===== src/rtl/neopixel_rx_pkg.sv =====
// Shared constants for the WS2812-style one-wire receiver: default 50 MHz
// timing, FSM state codes and error flag bit positions.
package neopixel_rx_pkg;

  localparam int DEF_MIN_HIGH   = 5;
  localparam int DEF_BIT_THRESH = 30;
  localparam int DEF_MAX_HIGH   = 60;
  localparam int DEF_LATCH_LOW  = 2500;

  localparam logic [1:0] ST_WAIT_LATCH = 2'd0;
  localparam logic [1:0] ST_IDLE       = 2'd1;
  localparam logic [1:0] ST_HIGH       = 2'd2;
  localparam logic [1:0] ST_LOW        = 2'd3;

  localparam int ERR_GLITCH   = 0;
  localparam int ERR_TOO_LONG = 1;
  localparam int ERR_OVERFLOW = 2;
  localparam int ERR_PARTIAL  = 3;

endpackage


===== src/rtl/neopixel_rx_sync.sv =====
// Two-flop synchronizer for the asynchronous one-wire line, plus a delayed
// copy that yields single-cycle rise/fall pulses on the synchronized level.
module one_wire_sync (
  input  logic clk,
  input  logic reset_n,
  input  logic line_async,
  output logic line_sync,
  output logic rise,
  output logic fall
);

  logic meta_q, meta_d;
  logic sync_q, sync_d;
  logic prev_q, prev_d;

  always_comb begin
    meta_d = line_async;
    sync_d = meta_q;
    prev_d = sync_q;
  end

  always_ff @(posedge clk or negedge reset_n) begin
    if (!reset_n) begin
      meta_q <= 1'b0;
      sync_q <= 1'b0;
      prev_q <= 1'b0;
    end else begin
      meta_q <= meta_d;
      sync_q <= sync_d;
      prev_q <= prev_d;
    end
  end

  assign line_sync = sync_q;
  assign rise      = sync_q & ~prev_q;
  assign fall      = ~sync_q & prev_q;

endmodule


===== src/rtl/neopixel_rx.sv =====
// WS2812-style one-wire decoder: classifies high pulses by width, assembles
// MSB-first 24-bit GRB pixels, and hands them out over valid/ready.
module neopixel_rx
  import neopixel_rx_pkg::*;
#(
  parameter int MIN_HIGH   = DEF_MIN_HIGH,
  parameter int BIT_THRESH = DEF_BIT_THRESH,
  parameter int MAX_HIGH   = DEF_MAX_HIGH,
  parameter int LATCH_LOW  = DEF_LATCH_LOW
) (
  input  logic        clk,
  input  logic        reset_n,
  input  logic        one_wire,
  input  logic        enable,
  output logic [23:0] pixel_data,
  output logic [7:0]  pixel_index,
  output logic        pixel_valid,
  input  logic        pixel_ready,
  output logic        frame_end,
  output logic [8:0]  frame_pixels,
  output logic [3:0]  error_flags,
  input  logic        clear_errors
);

  localparam int LW = $clog2(LATCH_LOW + 1);
  localparam int HW = $clog2(MAX_HIGH + 2);

  localparam logic [LW-1:0] LOW_LAST = LW'(LATCH_LOW - 1);
  localparam logic [HW-1:0] MIN_W    = HW'(MIN_HIGH);
  localparam logic [HW-1:0] THRESH_W = HW'(BIT_THRESH);
  localparam logic [HW-1:0] MAX_W    = HW'(MAX_HIGH);

  logic line_sync, rise, fall;

  one_wire_sync u_sync (
    .clk        (clk),
    .reset_n    (reset_n),
    .line_async (one_wire),
    .line_sync  (line_sync),
    .rise       (rise),
    .fall       (fall)
  );

  logic [1:0]    state_q, state_d;
  logic [LW-1:0] low_cnt_q, low_cnt_d;
  logic [HW-1:0] high_cnt_q, high_cnt_d;
  logic [4:0]    bit_cnt_q, bit_cnt_d;
  logic [22:0]   shift_q, shift_d;
  logic [8:0]    pix_cnt_q, pix_cnt_d;
  logic [23:0]   pixel_data_q, pixel_data_d;
  logic [7:0]    pixel_index_q, pixel_index_d;
  logic          pixel_valid_q, pixel_valid_d;
  logic          frame_end_q, frame_end_d;
  logic [8:0]    frame_pixels_q, frame_pixels_d;
  logic [3:0]    err_q, err_d;

  logic       bit_done, bit_val, pix_done, accept;
  logic [3:0] err_set;

  always_comb begin
    state_d        = state_q;
    low_cnt_d      = low_cnt_q;
    high_cnt_d     = high_cnt_q;
    bit_cnt_d      = bit_cnt_q;
    shift_d        = shift_q;
    pix_cnt_d      = pix_cnt_q;
    pixel_data_d   = pixel_data_q;
    pixel_index_d  = pixel_index_q;
    frame_end_d    = 1'b0;
    frame_pixels_d = frame_pixels_q;
    err_set        = 4'b0;
    bit_done       = 1'b0;
    bit_val        = 1'b0;
    pix_done       = 1'b0;

    // Disabling abandons the frame quietly; a fresh latch gap is required.
    if (!enable) begin
      state_d   = ST_WAIT_LATCH;
      low_cnt_d = '0;
      bit_cnt_d = '0;
      pix_cnt_d = '0;
    end else begin
      case (state_q)
        ST_WAIT_LATCH: begin
          bit_cnt_d = '0;
          pix_cnt_d = '0;
          if (line_sync) begin
            low_cnt_d = '0;
          end else if (low_cnt_q == LOW_LAST) begin
            low_cnt_d = '0;
            state_d   = ST_IDLE;
          end else begin
            low_cnt_d = low_cnt_q + LW'(1);
          end
        end
        ST_IDLE: begin
          if (rise) begin
            state_d    = ST_HIGH;
            high_cnt_d = HW'(1);
          end
        end
        ST_HIGH: begin
          if (fall) begin
            if (high_cnt_q < MIN_W) begin
              err_set[ERR_GLITCH] = 1'b1;
              state_d             = ST_WAIT_LATCH;
              low_cnt_d           = '0;
            end else begin
              bit_done  = 1'b1;
              bit_val   = (high_cnt_q >= THRESH_W);
              state_d   = ST_LOW;
              low_cnt_d = LW'(1);
            end
          end else if (high_cnt_q >= MAX_W) begin
            err_set[ERR_TOO_LONG] = 1'b1;
            state_d               = ST_WAIT_LATCH;
            low_cnt_d             = '0;
          end else begin
            high_cnt_d = high_cnt_q + HW'(1);
          end
        end
        default: begin
          if (rise) begin
            state_d    = ST_HIGH;
            high_cnt_d = HW'(1);
          end else if (low_cnt_q == LOW_LAST) begin
            frame_end_d    = 1'b1;
            frame_pixels_d = pix_cnt_q;
            if (bit_cnt_q != 5'd0) err_set[ERR_PARTIAL] = 1'b1;
            bit_cnt_d = '0;
            pix_cnt_d = '0;
            low_cnt_d = '0;
            state_d   = ST_IDLE;
          end else begin
            low_cnt_d = low_cnt_q + LW'(1);
          end
        end
      endcase
    end

    if (bit_done) begin
      shift_d = {shift_q[21:0], bit_val};
      if (bit_cnt_q == 5'd23) begin
        pix_done  = 1'b1;
        bit_cnt_d = '0;
        pix_cnt_d = (pix_cnt_q == 9'h1FF) ? pix_cnt_q : pix_cnt_q + 9'd1;
      end else begin
        bit_cnt_d = bit_cnt_q + 5'd1;
      end
    end

    // A finished pixel only replaces the output slot if it is free this cycle.
    accept        = pixel_valid_q & pixel_ready;
    pixel_valid_d = pixel_valid_q & ~accept;
    if (pix_done) begin
      if (!pixel_valid_q || accept) begin
        pixel_data_d  = {shift_q, bit_val};
        pixel_index_d = (pix_cnt_q > 9'd255) ? 8'hFF : pix_cnt_q[7:0];
        pixel_valid_d = 1'b1;
      end else begin
        err_set[ERR_OVERFLOW] = 1'b1;
      end
    end

    err_d = (clear_errors ? 4'b0 : err_q) | err_set;
  end

  always_ff @(posedge clk or negedge reset_n) begin
    if (!reset_n) begin
      state_q        <= ST_WAIT_LATCH;
      low_cnt_q      <= '0;
      high_cnt_q     <= '0;
      bit_cnt_q      <= '0;
      shift_q        <= '0;
      pix_cnt_q      <= '0;
      pixel_data_q   <= '0;
      pixel_index_q  <= '0;
      pixel_valid_q  <= 1'b0;
      frame_end_q    <= 1'b0;
      frame_pixels_q <= '0;
      err_q          <= '0;
    end else begin
      state_q        <= state_d;
      low_cnt_q      <= low_cnt_d;
      high_cnt_q     <= high_cnt_d;
      bit_cnt_q      <= bit_cnt_d;
      shift_q        <= shift_d;
      pix_cnt_q      <= pix_cnt_d;
      pixel_data_q   <= pixel_data_d;
      pixel_index_q  <= pixel_index_d;
      pixel_valid_q  <= pixel_valid_d;
      frame_end_q    <= frame_end_d;
      frame_pixels_q <= frame_pixels_d;
      err_q          <= err_d;
    end
  end

  assign pixel_data   = pixel_data_q;
  assign pixel_index  = pixel_index_q;
  assign pixel_valid  = pixel_valid_q;
  assign frame_end    = frame_end_q;
  assign frame_pixels = frame_pixels_q;
  assign error_flags  = err_q;

endmodule

===== config.mk =====
export PLATFORM = sky130hd
export DESIGN_NAME = neopixel_rx
export DESIGN_NICKNAME = d
export VERILOG_FILES = /design/src/rtl/neopixel_rx_pkg.sv /design/src/rtl/neopixel_rx_sync.sv /design/src/rtl/neopixel_rx.sv
export SDC_FILE = /design/constraint.sdc
export NUM_CORES = 1
export LEC_CHECK = 0
export ABC_AREA = 1
export CAP_MARGIN = 20
export CORE_UTILIZATION = 56
export DETAILED_ROUTE_END_ITERATION = 10
export PLACE_DENSITY = 0.79
export SLEW_MARGIN = 20
export SYNTH_ARGS = -nofsm -noshare
export SYNTH_HDL_FRONTEND = slang
export SYNTH_SLANG_ARGS = --single-unit

===== constraint.sdc =====
create_clock -name clk -period 5.3 [get_ports clk]
set_clock_uncertainty 0.05 [all_clocks]
set_input_delay 1.325 -clock clk [delete_from_list [all_inputs] [get_ports clk]]
set_output_delay 1.325 -clock clk [all_outputs]
set_load 0.1 [all_outputs]

======== Word-level counts from Yosys, hierarchy flattened ========
Cells that the tools add are included.
storage, ports and cells
  ROM bits ................................ 0
  RAM bits ................................ 0
  flip-flop bits (word level) ............. 107
  output and inout bits ................... 47
  memories kept ........................... 0
  latch bits .............................. 0
  word-level logic and storage cells ...... 128
  input port bits ......................... 6
cells by class
  divide/modulo/power cells ............... 0
  multiplexer cells ....................... 65
  reduce and logical (&&, ||, !) cells .... 13
  $lt $le $gt $ge ......................... 4
  eq/ne operators ......................... 16
  add/subtract/negate cells ............... 4
  $mul .................................... 0
  shifts and indexed selects .............. 0
  bitwise logic cells ..................... 11
operators by type and width
  cell                   number
  $mux 12                6
  $mux 9                 6
  $pmux 12 s3            1
  $mux 1                 28
  $mux 5                 5
  $mux 2                 10
  $mux 6                 3
  $pmux 9 s2             1
  $add 12x1->12 const B  1
  $eq 12x12->1 const B   1
  $pmux 6 s2             1
  $pmux 5 s2             1
  $add 9x1->9 const B    1
  $eq 9x9->1 const B     1
  $gt 9x8->1 const B     1
  $ne 3x3->1 const B     3
  $reduce_and 3->1       3
  $mux 8                 1
  $ne 4x2->1 const B     2
  $add 6x1->6 const B    1
  $ge 6x5->1 const B     1
  $ge 6x6->1 const B     1
  $lt 6x3->1 const B     1
  $ne 2x2->1 const B     3
  22 further kinds       30

======== Logic depth before layout (Yosys ltp) ========
Gate-level depths: netlist of the first run.
  word-level depth ........................ 8
  mapped depth ............................ 14
  depth with buffers taken out ............ 12

======== Hierarchy ========
Synthesis of the first run repeated with hierarchy kept, for this count alone.
unflattened totals
  cell total of the unflattened synthesis .. 610
  area, all modules ....................... 5091.1 um2
by module, submodules not included
  module         area each (um2)  cells each  instances  sequential area each (um2)
  neopixel_rx    5001.0           603         1          2602.5
  one_wire_sync  90.1             7           1          75.1

======== Worst setup path after synthesis of the first run ========
OpenSTA, ideal clock, no wires.
  path kind ............................... in2reg
  start point ............................. input port enable
  end point ............................... register pixel_data_q[16] (netlist: pixel_data[16])
  arrival time ............................ 2218 ps
  cell stages on the path ................. 9
  buffers on the path ..................... 2
  data required time ...................... 5128 ps
  slack ................................... 2910 ps
  setup time .............................. 122 ps
  path through ............................ inv_1 > nor2_8 > nand2_4 > inv_2 > nand2_1 > buf_6 > buf_6 > nand2_1 > o21ai_2
between the ends
  word-level cells in the longest chain between the ends .. 3
RTL lines
  what                        RTL line            RTL
  from (decl)                 neopixel_rx.sv:14   input logic enable,
  $mux 1                      neopixel_rx.sv:77   if (!enable) begin
  $mux 1                      neopixel_rx.sv:141  if (bit_done) begin
  $reduce_and 2->1 (no line)  -
  to (signal assigned)        neopixel_rx.sv:189  pixel_data_q <= pixel_data_d;
  to (decl)                   neopixel_rx.sv:50   logic [23:0] pixel_data_q, pixel_data_d;
Every way passes these cells.
A chain may end at the register's enable or synchronous reset.

======== Worst setup path in the final report of the first run ========
  start point ............................. input port enable
  end point ............................... register pixel_data_q[7] (netlist: pixel_data[7])
The elaborated chain is that of the path after synthesis.

==> results.json, run 1 <==
{
  "fillerInstances": 710,
  "drt_iter0_markers": 213,
  "synth.area.top_cells": "dfrtp_1 53%, nand2_1 12%, o21ai_0 6.1%",
  "worst-path-buf-inv": 4,
  "seqPwrFrac_pct": 60.6,
  "rsz0062_at_grt": "false",
  "grt_pass1_wl_um": 18100,
  "pwr-share-clk_pct": 36.2,
  "portBuffers": 52,
  "initial_core_util_pct": 57.9,
  "synth_compound_area_share_pct": 12.0,
  "slew_headroom_pct": 33.4,
  "maxSlewViolCount": 0,
  "dpl_worst_slack_ns": 1.44,
  "yosysWarnings": 0,
  "ys_seq_area_share_pct": 52.8,
  "status": "finished clean",
  "path_clk_slew_ns": 0.11,
  "vdd_drop_max_v": 0.000138,
  "holdPathStages": 0,
  "place_congestion": 0.868,
  "crit_arrival_ns": 3.69,
  "num_io_pins": 53,
  "htreeDepth": 3,
  "cts_hold_buf": 0,
  "antenna_found_initial": 0,
  "combPwrFrac_pct": 3.2,
  "cts-root-buf": "clkbuf_8",
  "final.min_clock_period_ns": 3.50,
  "drc": 0,
  "layout_setup_ws_ns": 1.80,
  "hpwl_um": 7070,
  "die_width_um": 97.2,
  "first_global_vias": 3900,
  "numCtsBuffers": 9,
  "power.net_switching_w": 0.000350,
  "synth.area.mux_share_pct": 0,
  "switching_share_pct": 25.4,
  "worstMarginPinSlew_ns": 0.996,
  "die_h_um": 97.2,
  "clk_latency_ns": 0.37,
  "ant_nets": 0,
  "crit_path_start_kind": "primary input",
  "n_antenna_cell": 0,
  "cp.depth": 9,
  "cp_data_required_time_ns": 5.49,
  "p_int_w": 0.00103,
  "timing.final.crit_share_pct": 66.1,
  "setup_viol_count_final": 0,
  "synth_xor_area_share_pct": 1.55,
  "ys_types": 30,
  "area_growth_pct": 15.2,
  "rrSetupSlack_ns": 2.54,
  "grt_overflow": 0,
  "power_density_nw_per_um2": 235,
  "crit_family": "buffers and inverters",
  "power.total_w": 0.00138,
  "critical_path_class": "in2reg",
  "drive_gt1_share_pct": 7.34,
  "cts_tree": "yes",
  "ys_ff_latch": 107,
  "cpPeakStageDelay_ns": 0.61,
  "synth_top_family_by_area": "simple AND/OR/NAND/NOR gates",
  "worstRegToRegCells": 12,
  "hold_viol_final": 0,
  "syn-cell-area_um2": 5070,
  "postCtsSetupBuffers": 0,
  "synth_nets": 620,
  "grt_max_degree": 82,
  "first_pass_iters": 5,
  "rows": 34,
  "totalWireLength_um": 10100,
  "grt_usage_pct": 23.4,
  "clockBufferDepth": 2,
  "via_per_inst": 5.30,
  "cts_sinks": 107,
  "cap_viol_max_count": 0,
  "synth_cells": 601,
  "wire_per_inst_um": 13.3,
  "synth_top_area_share_pct": 52.8,
  "synth_simple_gate_area_share_pct": 22.1,
  "coreArea_um2": 8760,
  "syn_avg_cell_area_um2": 8.44,
  "finalSetupTns_ns": 0,
  "endpoint_kind": "flip-flop",
  "post_cts_resize_count": 0,
  "timing.critical_path.cells": "clkdlybuf4s50_1 > inv_1 > nor2_8 > nand2_4 > inv_2 > nand2_2 > buf_4 > nand2_1 > o21ai_1",
  "path_max_fanout": 56,
  "yosys.area_share.adder_pct": 3.21,
  "fin_nets": 668,
  "vias": 4040,
  "max_freq_mhz": 286,
  "synth_area_leader_cell": "dfrtp_1",
  "hold_class": "reg2reg",
  "p_leak_nw": 2.90,
  "crit_slowest_cell": "clkdlybuf4s50_1",
  "die-area_um2": 9440
}
-- stage by stage --
step	cells	utilization (%)	hold WS [ns]	area [um^2]
final	762	66.7	0.320	5840
after CTS	762	66.6	0.319	5840
after global routing	762	66.7	0.329	5840
after floorplan	601	-	0.281	5070
after detailed placement	746	64.3	0.292	5640
after global placement	746	64.3	0.285	5640
-- final cells by class --
class,instances,area (um^2),share of cell area (%)
inverter,85,319,5.46
multi-input combinational,392,1970,33.7
timing repair buffer,54,537,9.19
clock buffer,9,124,2.12
clock inverter,7,78.8,1.35
tap,108,135,2.31
sequential,107,2680,45.8
-- placed cells by master (no fill, tap or decap), drive strengths merged, types with 9 or more instances in the layout --
cell type      count
nand2            169
dfrtp            107
inv               89
o21ai             87
clkdlybuf4s50     51
nor2              41
nand3             38
ha                13
clkbuf             9
a21oi              9
-- metal layers --
metal	vias to the layer above	GRT usage [%]	share of wire, %
li1	2010	-	-
met1	1919	32.4	46
met2	96	38.4	48
met3	15	4.17	4.5
met4	0	6.08	0.79
met5	-	0	0
-- power groups by stage --
stage | clock network, W | registers, W | logic, W
after CTS | 0.000509 | 0.000833 | 0.0000458
final | 0.000498 | 0.000833 | 0.0000446
after global routing | 0.000546 | 0.000835 | 0.0000527
after global placement | 0 | 0.000848 | 0.0000443
after detailed placement | 0 | 0.000849 | 0.0000454
after floorplan | 0 | 0.000848 | 0.0000190
-- state kept, by name (all words and copies together) (netlist names), 4 cells and up --
name	cells
error_flags	4
low_cnt_q	12
frame_pixels	9
pixel_data	24
pix_cnt_q	9
pixel_index	8
high_cnt_q	6
bit_cnt_q	5
shift_q	23
-- cell usage after synthesis (all sizes together) --
| master | n |
|---|---|
| or2 | 2 |
| nand3 | 38 |
| nand2 | 169 |
| o21ai | 87 |
| inv | 85 |
| a31oi | 2 |
| o31ai | 2 |
| o22ai | 1 |
| ha | 13 |
| nor2 | 41 |
| o211ai | 1 |
| xnor2 | 1 |
| dfrtp | 107 |
| nand4 | 8 |
| a21oi | 9 |
| clkbuf | 7 |
| o32ai | 2 |
| buf | 10 |
| nor3 | 7 |
| o21bai | 1 |
| xor2 | 8 |
-- worst paths after layout --
kind | end | from
max in group asynchronous | shift_q[15] | reset_n
worst max register to register | pixel_data[7] | state_q[0]
worst min-delay path | u_sync.line_sync | u_sync.meta_q
worst max-delay path | pixel_data[7] | enable
min in group asynchronous | pixel_data[13] | reset_n
worst min register to register | u_sync.line_sync | u_sync.meta_q
-- kinds of logic after synthesis --
| logic type | after synthesis |
|---|---|
| compound gates | 105 |
| xor+xnor | 9 |
| fa+ha+maj | 13 |
| buf+inv | 102 |
| flops | 107 |
| simple gates | 265 |
Note: power is estimated with default switching activity, not from simulation.
==> inputs of run 2 (changes only) <==
==> constraint.sdc (replaced) <==
create_clock -name clk -period 3.25 [get_ports clk]
set_clock_uncertainty 0.05 [all_clocks]
set_input_delay 0.8125 -clock clk [delete_from_list [all_inputs] [get_ports clk]]
set_output_delay 0.8125 -clock clk [all_outputs]
set_load 0.1 [all_outputs]
==> run 2 against run 1 <==
  * Die area unchanged
  * Flip-flop and latch count unchanged
  * Clock power increased by 62%
  * Count of clock-buffer cells in the layout unchanged
  * Combinational power increased by 69%
  * Highest routed layer unchanged
==> results.json, run 2 (synthesis gave the netlist of run 1 again) <==
{
  "ant_nets": 0,
  "fin_nets": 672,
  "timing.final.crit_share_pct": 72.8,
  "switching_share_pct": 25.4,
  "vdd_drop_max_v": 0.000204,
  "worstMarginPinSlew_ns": 0.755,
  "setup_viol_count_final": 0,
  "path_max_fanout": 49,
  "cts_tree": "yes",
  "numCtsBuffers": 9,
  "cts_sinks": 107,
  "die-area_um2": 9440,
  "layout_setup_ws_ns": 0.885,
  "final_common_cell": "nand2_1",
  "cp_data_required_time_ns": 3.50,
  "grt_util_met3_pct": 2.95,
  "drt_iter0_markers": 180,
  "seqCellArea_um2": 2680,
  "multi_input_area_um2": 1970,
  "initial_core_util_pct": 57.9,
  "power.net_switching_w": 0.000570,
  "num_io_pins": 53,
  "postCtsSetupBuffers": 0,
  "endpoint_kind": "flip-flop",
  "grt_max_degree": 57,
  "coreArea_um2": 8760,
  "n_antenna_cell": 0,
  "p_int_w": 0.00167,
  "drive_gt1_share_pct": 15.0,
  "grt_util_met2_pct": 37.2,
  "antenna_found_initial": 0,
  "crit_slowest_cell": "clkdlybuf4s50_1",
  "crit_arrival_ns": 2.62,
  "crit_family": "buffers and inverters",
  "area_growth_pct": 13.4,
  "clockBufferDepth": 2,
  "grt_most_used_layer": "met2",
  "place_congestion": 0.842,
  "hold_class": "reg2reg",
  "portBuffers": 52,
  "largest_reg_flops": 24,
  "fillerInstances": 725,
  "cts_hold_buf": 0,
  "die_width_um": 97.2,
  "combPwrFrac_pct": 3.4,
  "totalWireLength_um": 9990,
  "drc": 0,
  "power_density_nw_per_um2": 389,
  "die_h_um": 97.2,
  "grt_usage_pct": 22.9,
  "cpPeakStageDelay_ns": 0.62,
  "path_clk_slew_ns": 0.11,
  "clk_latency_ns": 0.38,
  "vias": 4029,
  "maxSlewViolCount": 0,
  "dpl_worst_slack_ns": 0.503,
  "wire_per_inst_um": 13.0,
  "hpwl_um": 7060,
  "htreeDepth": 3,
  "final_cell_mix": "166 x nand2_1, 107 x dfrtp_1, 81 x inv_1, 62 x o21ai_0, 53 x buf_4",
  "rows": 34,
  "hold_ws_ns": 0.327,
  "critical_path_class": "in2reg",
  "first_global_vias": 3927,
  "crit_path_start_kind": "primary input",
  "p_leak_nw": 3.02,
  "pwr-share-clk_pct": 35.9,
  "timing.critical_path.cells": "clkdlybuf4s50_1 > inv_1 > nor2_8 > buf_4 > o21ai_0 > o21ai_2",
  "status": "finished clean",
  "max_freq_mhz": 423,
  "use_met1_pct": 31.0,
  "hold_viol_final": 0,
  "first_pass_iters": 4,
  "grt_pass1_wl_um": 17600,
  "worst-path-buf-inv": 3,
  "rsz0062_at_grt": "false",
  "grt_overflow": 0,
  "final.min_clock_period_ns": 2.37,
  "slew_headroom_pct": 49.3,
  "via_per_inst": 5.26,
  "post_cts_resize_count": 0,
  "seqPwrFrac_pct": 60.7,
  "cts-root-buf": "clkbuf_8",
  "finalSetupTns_ns": 0,
  "cap_viol_max_count": 0
}
-- run 2: cell count changes in the layout (fill, tap and decap cells not counted), sizes merged --
| cell | delta |
|---|---|
| buf | +51 |
| clkdlybuf4s50 | -47 |
-- run 2: layer usage --
layer | wire, um | up-vias | part of all wire, %
met2 | 4740 | 84 | 47
li1 | - | 2015 | -
met5 | 0 | - | 0
met3 | 451 | 18 | 4.5
met1 | 4570 | 1912 | 46
met4 | 225 | 0 | 2.3
-- run 2: final timing paths --
kind                               startpoint          endpoint  slack (ns)  cells after the start
worst max-delay path                   enable     pixel_data[0]        0.88                      6
worst min-delay path            u_sync.meta_q  u_sync.line_sync        0.33                      0
worst max register to register     state_q[0]     pixel_data[0]        0.91                      9
worst min register to register  u_sync.meta_q  u_sync.line_sync        0.33                      0
max in group asynchronous             reset_n   frame_pixels[0]        2.01                      2
min in group asynchronous             reset_n    pixel_data[13]        0.39                      1
-- run 2: per-stage QoR --
stage               util, %  area (um^2)  cells  total power, W
finish                 65.7         5750    766         0.00224
global route           65.7         5750    766         0.00232
CTS                    65.7         5750    766         0.00226
detailed placement     63.4         5560    750         0.00146
global placement       63.4         5560    750         0.00146
floorplan                 -         5070    601         0.00141
-- run 2: layout make-up --
| class | count | share of cell area (%) |
|---|---|---|
| Clock buffer | 9 | 2.15 |
| Timing Repair Buffer | 58 | 7.96 |
| Sequential cell | 107 | 46.5 |
| Tap cell | 108 | 2.35 |
| Inverter | 85 | 5.54 |
| Multi-Input combinational cell | 392 | 34.2 |
| Clock inverter | 7 | 1.22 |
-- run 2: power groups by stage --
stage	clock (W)	sequential [W]	combinational, W
after floorplan	0	0.00138	0.0000310
after global placement	0	0.00138	0.0000761
after detailed placement	0	0.00138	0.0000776
after CTS	0.000823	0.00136	0.0000780
after global routing	0.000868	0.00136	0.0000881
final	0.000805	0.00136	0.0000754
